**config.mk**
```make
export PLATFORM = sky130hd
export DESIGN_NAME = imem_loadable
export DESIGN_NICKNAME = d
export VERILOG_FILES = /design/src/rtl/imem_pkg.sv /design/src/rtl/imem_loader.sv /design/src/rtl/imem_loadable.sv
export SDC_FILE = /design/constraint.sdc
export NUM_CORES = 2
export LEC_CHECK = 0
export CELL_PAD_IN_SITES_DETAIL_PLACEMENT = 1
export CELL_PAD_IN_SITES_GLOBAL_PLACEMENT = 1
export CORE_MARGIN = 5
export CORE_UTILIZATION = 40
export CTS_CLUSTER_SIZE = 20
export DETAILED_ROUTE_END_ITERATION = 8
export PLACE_DENSITY = 0.69
export SYNTH_ARGS = -nofsm -noshare
export SYNTH_HDL_FRONTEND = slang
export SYNTH_SLANG_ARGS = --single-unit
```
**constraint.sdc**
```tcl
create_clock -name clk -period 3.1 [get_ports clk]
set_input_delay 0.465 -clock clk [delete_from_list [all_inputs] [get_ports clk]]
set_output_delay 0.465 -clock clk [all_outputs]
set_load 0.02 [all_outputs]
```
**src/rtl/imem_pkg.sv**
```systemverilog
// Shared types and constants for the loadable instruction memory.
package imem_pkg;

    typedef enum logic [1:0] {
        IDLE = 2'd0,
        LOAD = 2'd1,
        DONE = 2'd2
    } ld_state_t;

    // addi x0,x0,0
    localparam logic [31:0] NOP_INSN_DEF = 32'h0000_0013;

    // Word depth for a given byte-address width.
    function automatic int unsigned imem_depth(input int unsigned ins_address);
        return 32'd1 << (ins_address - 32'd2);
    endfunction

endpackage

```
**src/rtl/imem_loader.sv**
```systemverilog
// Streaming program loader: session FSM, write pointer, word counter and handshake.
module imem_loader
    import imem_pkg::*;
#(
    parameter int unsigned AW     = 7,
    parameter int unsigned DATA_W = 32
) (
    input  logic              clk,
    input  logic              reset,
    input  logic              ld_start,
    input  logic [AW-1:0]     ld_base,
    input  logic              ld_valid,
    input  logic [DATA_W-1:0] ld_data,
    input  logic              ld_last,
    output logic              ld_ready,
    output logic              busy,
    output logic              ld_done,
    output logic [AW:0]       ld_count,
    output logic              we,
    output logic [AW-1:0]     waddr,
    output logic [DATA_W-1:0] wdata
);

    localparam int unsigned DEPTH = 32'd1 << AW;
    localparam int unsigned CW    = AW + 1;

    ld_state_t     state;
    logic [AW-1:0] wr_ptr;
    logic          accept;

    // ld_ready is high exactly while in LOAD, so it doubles as the state qualifier.
    assign accept = ld_valid && ld_ready;

    // The write happens on the same edge the word is accepted so a reset on the
    // following edge cannot drop it.
    assign we    = accept;
    assign waddr = wr_ptr;
    assign wdata = ld_data;

    always_ff @(posedge clk) begin
        if (reset) begin
            state    <= IDLE;
            wr_ptr   <= '0;
            ld_count <= '0;
            ld_ready <= 1'b0;
            busy     <= 1'b0;
            ld_done  <= 1'b0;
        end else begin
            ld_done <= 1'b0;
            case (state)
                IDLE: begin
                    if (ld_start) begin
                        state    <= LOAD;
                        wr_ptr   <= ld_base;
                        ld_count <= '0;
                        ld_ready <= 1'b1;
                        busy     <= 1'b1;
                    end
                end
                LOAD: begin
                    if (accept) begin
                        wr_ptr <= wr_ptr + AW'(1);
                        if (ld_count != CW'(DEPTH)) begin
                            ld_count <= ld_count + CW'(1);
                        end
                        if (ld_last) begin
                            state    <= DONE;
                            ld_ready <= 1'b0;
                            ld_done  <= 1'b1;
                        end
                    end
                end
                DONE: begin
                    state <= IDLE;
                    busy  <= 1'b0;
                end
                default: begin
                    state    <= IDLE;
                    ld_ready <= 1'b0;
                    busy     <= 1'b0;
                end
            endcase
        end
    end

endmodule

```
**src/rtl/imem_loadable.sv**
```systemverilog
// Synchronous-read instruction memory with stall/flush, misalignment flag and run-time loader.
module imem_loadable
    import imem_pkg::*;
#(
    parameter int unsigned       INS_ADDRESS = 9,
    parameter int unsigned       DATA_W      = 32,
    parameter logic [DATA_W-1:0] NOP_INSN    = DATA_W'(NOP_INSN_DEF)
) (
    input  logic                   clk,
    input  logic                   reset,
    input  logic [INS_ADDRESS-1:0] ra,
    input  logic                   fetch_en,
    input  logic                   flush,
    output logic [DATA_W-1:0]      rd,
    output logic                   rd_valid,
    output logic                   misaligned,
    input  logic                   ld_start,
    input  logic [INS_ADDRESS-3:0] ld_base,
    input  logic                   ld_valid,
    output logic                   ld_ready,
    input  logic [DATA_W-1:0]      ld_data,
    input  logic                   ld_last,
    output logic                   busy,
    output logic                   ld_done,
    output logic [INS_ADDRESS-2:0] ld_count
);

    localparam int unsigned AW    = INS_ADDRESS - 2;
    localparam int unsigned DEPTH = imem_depth(INS_ADDRESS);

    logic [DATA_W-1:0] mem [DEPTH];
    logic              we;
    logic [AW-1:0]     waddr;
    logic [DATA_W-1:0] wdata;
    logic [AW-1:0]     raddr;

    assign raddr = ra[INS_ADDRESS-1:2];

    imem_loader #(
        .AW     (AW),
        .DATA_W (DATA_W)
    ) u_loader (
        .clk      (clk),
        .reset    (reset),
        .ld_start (ld_start),
        .ld_base  (ld_base),
        .ld_valid (ld_valid),
        .ld_data  (ld_data),
        .ld_last  (ld_last),
        .ld_ready (ld_ready),
        .busy     (busy),
        .ld_done  (ld_done),
        .ld_count (ld_count),
        .we       (we),
        .waddr    (waddr),
        .wdata    (wdata)
    );

    // Contents deliberately survive reset.
    always_ff @(posedge clk) begin
        if (we) begin
            mem[waddr] <= wdata;
        end
    end

    // A session starting this edge already counts as busy so rd never shows a
    // stale fetch while busy is high.
    always_ff @(posedge clk) begin
        if (reset) begin
            rd         <= NOP_INSN;
            rd_valid   <= 1'b0;
            misaligned <= 1'b0;
        end else if (busy || ld_start) begin
            rd         <= NOP_INSN;
            rd_valid   <= 1'b0;
            misaligned <= 1'b0;
        end else if (flush) begin
            rd         <= NOP_INSN;
            rd_valid   <= 1'b0;
            misaligned <= 1'b0;
        end else if (fetch_en) begin
            if (ra[1:0] != 2'b00) begin
                rd         <= NOP_INSN;
                rd_valid   <= 1'b1;
                misaligned <= 1'b1;
            end else begin
                rd         <= mem[raddr];
                rd_valid   <= 1'b1;
                misaligned <= 1'b0;
            end
        end
    end

endmodule
```
# == Yosys cells after proc, flatten, opt, wreduce, memory -nomap -nowiden ==
# Memory sizes are Yosys's and may differ from the RTL's.
# Cells that the tools add are included.
# W data, S select, Z words.
# word_totals
reg_bits,54
ram_bits,4096
word_cells,55
n_memories,1
in_bits,55
# classes
eq_ne,7
bitwise_logic,3
mux,21
reduce_logical,12
addsub,2
# memory_table
name,words,word_bits,read_ports,rd_clocked_by_memory_dff,write_ports,line,source
mem,128,32,1,0,1,imem_loadable.sv:31,logic [DATA_W-1:0] mem [DEPTH];
# op_table
operator,count
$mux W32,1
$mux W8,3
$pmux W8 S2,1
$mux W7,2
$pmux W7 S2,1
$add A8 B1 Y8 const B,1
$ne A8 B8 Y1 const B,1
$reduce_and A4 Y1,2
$add A7 B1 Y7 const B,1
$mux W1,7
$mux W2,3
$reduce_and A3 Y1,2
$reduce_or A3 Y1,2
$ne A2 B1 Y1 const B,2
$ne A2 B2 Y1 const B,2
$pmux W2 S2,1
$reduce_bool A2 Y1,2
$not A1 Y1,3
$pmux W1 S3,1
$eq A2 B1 Y1 const B,1
$eq A2 B2 Y1 const B,1
$logic_not A2 Y1,1
$pmux W1 S2,1
$reduce_and A2 Y1,1
other kinds (2),2

# == Logic depth before layout (Yosys ltp) ==
# depth
word_depth,4
depth_mapped,12

# == Hierarchy ==
# From an unflattened synthesis, not the netlist that was laid out.
# hier_totals
cells_unflattened,7422
area_unflattened_um2,161088.2
# modules_own_cells
mod,cells_per_inst,area_per_inst_um2,instances,seq_area_each_um2
imem_loadable,7262,159780.7,1,123678.6
imem_loader,160,1307.5,1,400.4

# == Least setup slack after synthesis ==
# No wires, ideal clock.
# synth_path
path_type,reg-to-reg
start,register u_loader.ld_ready
end,memory mem[127][0] (enable)
slack_ns,-0.060
required_ns,2.679
n_path_buf,2
t_arrival_ns,2.739
stages_incl_launch_ff,6
path_cell_list,dfxtp_1 > and2_1 > clkbuf_1 > nand4_1 > clkbuf_1 > nor2_1
# synth_between
elab_chain_cells,3
# synth_lines
item,line,source
start: declaration,imem_loader.sv:15,"output logic ld_ready,"
start signal: assignment,imem_loader.sv:45,ld_ready <= 1'b0;
start signal: assignment,imem_loader.sv:56,ld_ready <= 1'b1;
start signal: assignment,imem_loader.sv:68,ld_ready <= 1'b0;
$logic_and A1 B1 Y1,imem_loader.sv:32,assign accept = ld_valid && ld_ready;
$mux W1,imem_loadable.sv:61,if (we) begin
$mux W1 (not written as such),imem_loadable.sv:62,mem[waddr] <= wdata;
end: declaration,imem_loadable.sv:31,
# Every way passes these cells.

# == Final worst setup path ==
# layout_path
start,input port ra[2]
end,register rd[30]
# layout_between
elab_chain_cells,2
# layout_lines
item,line,source
start: declaration,imem_loadable.sv:11,"input logic [INS_ADDRESS-1:0] ra,"
$mem_v2 Z128 W32,n/a,
$mux W32,imem_loadable.sv:82,if (ra[1:0] != 2'b00) begin
end signal: assignment,imem_loadable.sv:87,rd <= mem[raddr];
end: declaration,imem_loadable.sv:14,"output logic [DATA_W-1:0] rd,"
# Every way passes these cells.
# A chain may end at the register's enable or synchronous reset.

==> results.yml <==
outcome:
  status: "completed"
synthesis:
  yosysWarnings: 0
  ys_types: 68
  yosysTopAreaCell: "edfxtp_1"
  synth_common_cells: "edfxtp_1 (4096), mux4_2 (799), mux2i_1 (628), nor2_1 (194), o221ai_1 (174)"
  synth_edf_count: 4096
  synth_top_area_share: 0.766
  syn_avg_cell_area_sq_um: 21.6
  syn_nets: 7508
  synth_most_common_cell: "edfxtp_1"
  ys_seq_area_frac: 0.772
  syn_inst: 7450
  yosys-top-cells-area: "edfxtp_1 (77%), mux4_2 (11%), mux2i_1 (3.9%)"
  async_flop_share: 0
  synth_top_flop_cell: "edfxtp_1"
  synth_seq_cells: 4150
  synth_area_sq_um: 161000
detailed_routing:
  via_count: 85200
  ant_nets: 0
  first_pass_iters: 6
  wl_per_cell_um: 35.2
  wl_um: 497000
  viasPerCell: 6.04
  drc_errors: 0
  first_iter_violations: 12800
flow_run:
  drv_cap: 0
worst_setup_path:
  critPathMaxFanout: 24
  worstPathArrival_ns: 3.96
  endpoint_kind: "flop"
  critPathLaunchType: "primary input"
  cp.required_ns: 3.96
  rrSetupSlack_ns: 0.12
  critPathKind: "in2reg"
floorplanning:
  initial_core_util: 0.402
  rows: 232
  io_pins: 100
  dieArea_sq_um: 414000
  core-area_sq_um: 400000
  fp.dieW_um: 644
  die_y_um: 644
power:
  leakage_nw: 61.0
  vdd_drop_max_mv: 0.476
  powerDensity_nw_per_um2: 623
  p_total_w: 0.118
sta:
  slew_headroom: 0.182
  period_needed_ns: 3.10
  worst_pin_slew_ns: 1.23
  clock-skew-final_ns: 0.0440
  fin_crit_sh: 0.999
  fin_tns_setup_ns: 0
  slew_viol_final: 0
  fmax_ghz: 0.323
  hold_violations: 0
  final-setup-viol-count: 0
  layout_setup_ws_ns: 0.00404
  rsz0062_at_grt: "no"
placed_design:
  dp_hpwl_um: 310000
  io_buffers: 99
  gp_congestion: 0.878
  pre_cts_ws_ns: -0.980
  dp.cells: 13300
min_path:
  hold_path_class: "in2reg"
finish:
  drive_above_1_share: 0.289
  instances_no_fill: 14100
  utilization: 0.475
  synthToLayoutAreaGrowth_pct: 18.2
  final_nets: 8540
clock_network:
  clock_path_buffers: 4
  clk_latency_ns: 0.98
  cts.sinks: 4150
  cts_buffers: 415
  root_buffer: "clkbuf_16"
  cts_max_level: 5
  clk_pin_slew_worst_paths_ns: 0.06
  cts_tree: "yes"
grt:
  grt_pass1_vias: 88300
  grt_first_pass_wirelength_um: 699000
  grtUsageTotal: 0.235
  gr-total-overflow: 0
  grt_max_degree: 129
  antenna_found_initial: 55
per-layer routing:
| layer | share of wire | GRT usage | wire [um] |
|---|---|---|---|
| met1 | 0.38 | 0.323 | 190000 |
| met2 | 0.47 | 0.372 | 234000 |
| met3 | 0.10 | 0.0506 | 51700 |
| met4 | 0.042 | 0.0859 | 21000 |
| met5 | 0.00028 | 0 | 138 |
critical path: stages:
cell	delay [ns]
buf_16	0.23
buf_4	0.27
buf_12	0.23
mux2i_1	0.13
o221ai_1	0.71
a21oi_1	0.16
buf_4	0.18
nor4_1	0.83
buf_4	0.24
nand2_1	0.06
o41ai_2	0.30
kinds of logic after synthesis:
group / synth area share
buf+inv: 0.0197
mux: 0.154
fa+ha+maj: 0.000234
flops: 0.772
simple gates: 0.0197
compound gates: 0.0336
xor+xnor: 0.000382
metrics by stage:
step / hold slack, ns / cell area [sq um]
CTS: 0.0247 / 190000
finish: 0.0642 / 190000
global placement: 0.458 / 176000
floorplan: 0.511 / 161000
detailed placement: 0.477 / 176000
global route: 0.0604 / 190000
cell type report:
class | instances | area [sq um]
multi-input combinational | 2849 | 34400
antenna | 9 | 22.5
clock inverter | 255 | 2430
sequential | 4150 | 124000
fill | 36100 | 210000
clock buffer | 514 | 10900
tap | 5265 | 6590
inverter | 10 | 45.0
timing repair buffer | 1056 | 11400
repair_timing:
action	CTS	global route
hold endpoints to repair	131	0
setup buffers	0	0
setup endpoints to repair	0	1
hold buffers	10	0
resized for setup	0	1
layout by cell type, fill, tap and decap left out, types with 15 or more instances in the layout:
cell,instances
clkdlybuf4s50_1,62
nor2b_1,35
and2_1,27
or4_1,16
mux4_2,799
a21oi_1,105
bufinv_16,36
nor3_1,62
o221ai_2,21
buf_4,715
buf_12,264
o22ai_1,105
mux2i_1,628
nor2_4,129
edfxtp_1,4096
o22a_1,27
clkinv_2,70
clkinv_1,108
clkbuf_16,419
o221ai_1,173
nand3_1,95
nor2_1,61
clkbuf_1,89
a211oi_1,62
dfxtp_1,54
o41ai_2,15
o31ai_1,18
nand4_1,16
nor4_1,25
nand2_1,141
a22oi_1,57
o21ai_0,105
worst paths after layout:
| kind | startpoint | endpoint | cells past startpoint |
|---|---|---|---|
| min | ld_data[19] | mem[70][19] | 1 |
| min reg2reg | misaligned | misaligned | 2 |
| max | ra[2] | rd[30] | 11 |
| max reg2reg | mem[1][30] | rd[30] | 8 |
sequential cells by signal, indices dropped and copies added (netlist names):
signal and cells:
mem 4096, rd 32, u_loader.ld_count 8, u_loader.waddr 7, u_loader.state 2, misaligned 1, rd_valid 1, u_loader.busy 1
u_loader.ld_done 1, u_loader.ld_ready 1
power breakdown:
group	internal, W	switching (W)
Combinational	0.00250	0.00430
Sequential	0.0617	0.0000717
Clock	0.0280	0.0216
Total	0.0923	0.0260
No activity file was read; power rests on OpenSTA's default activity.
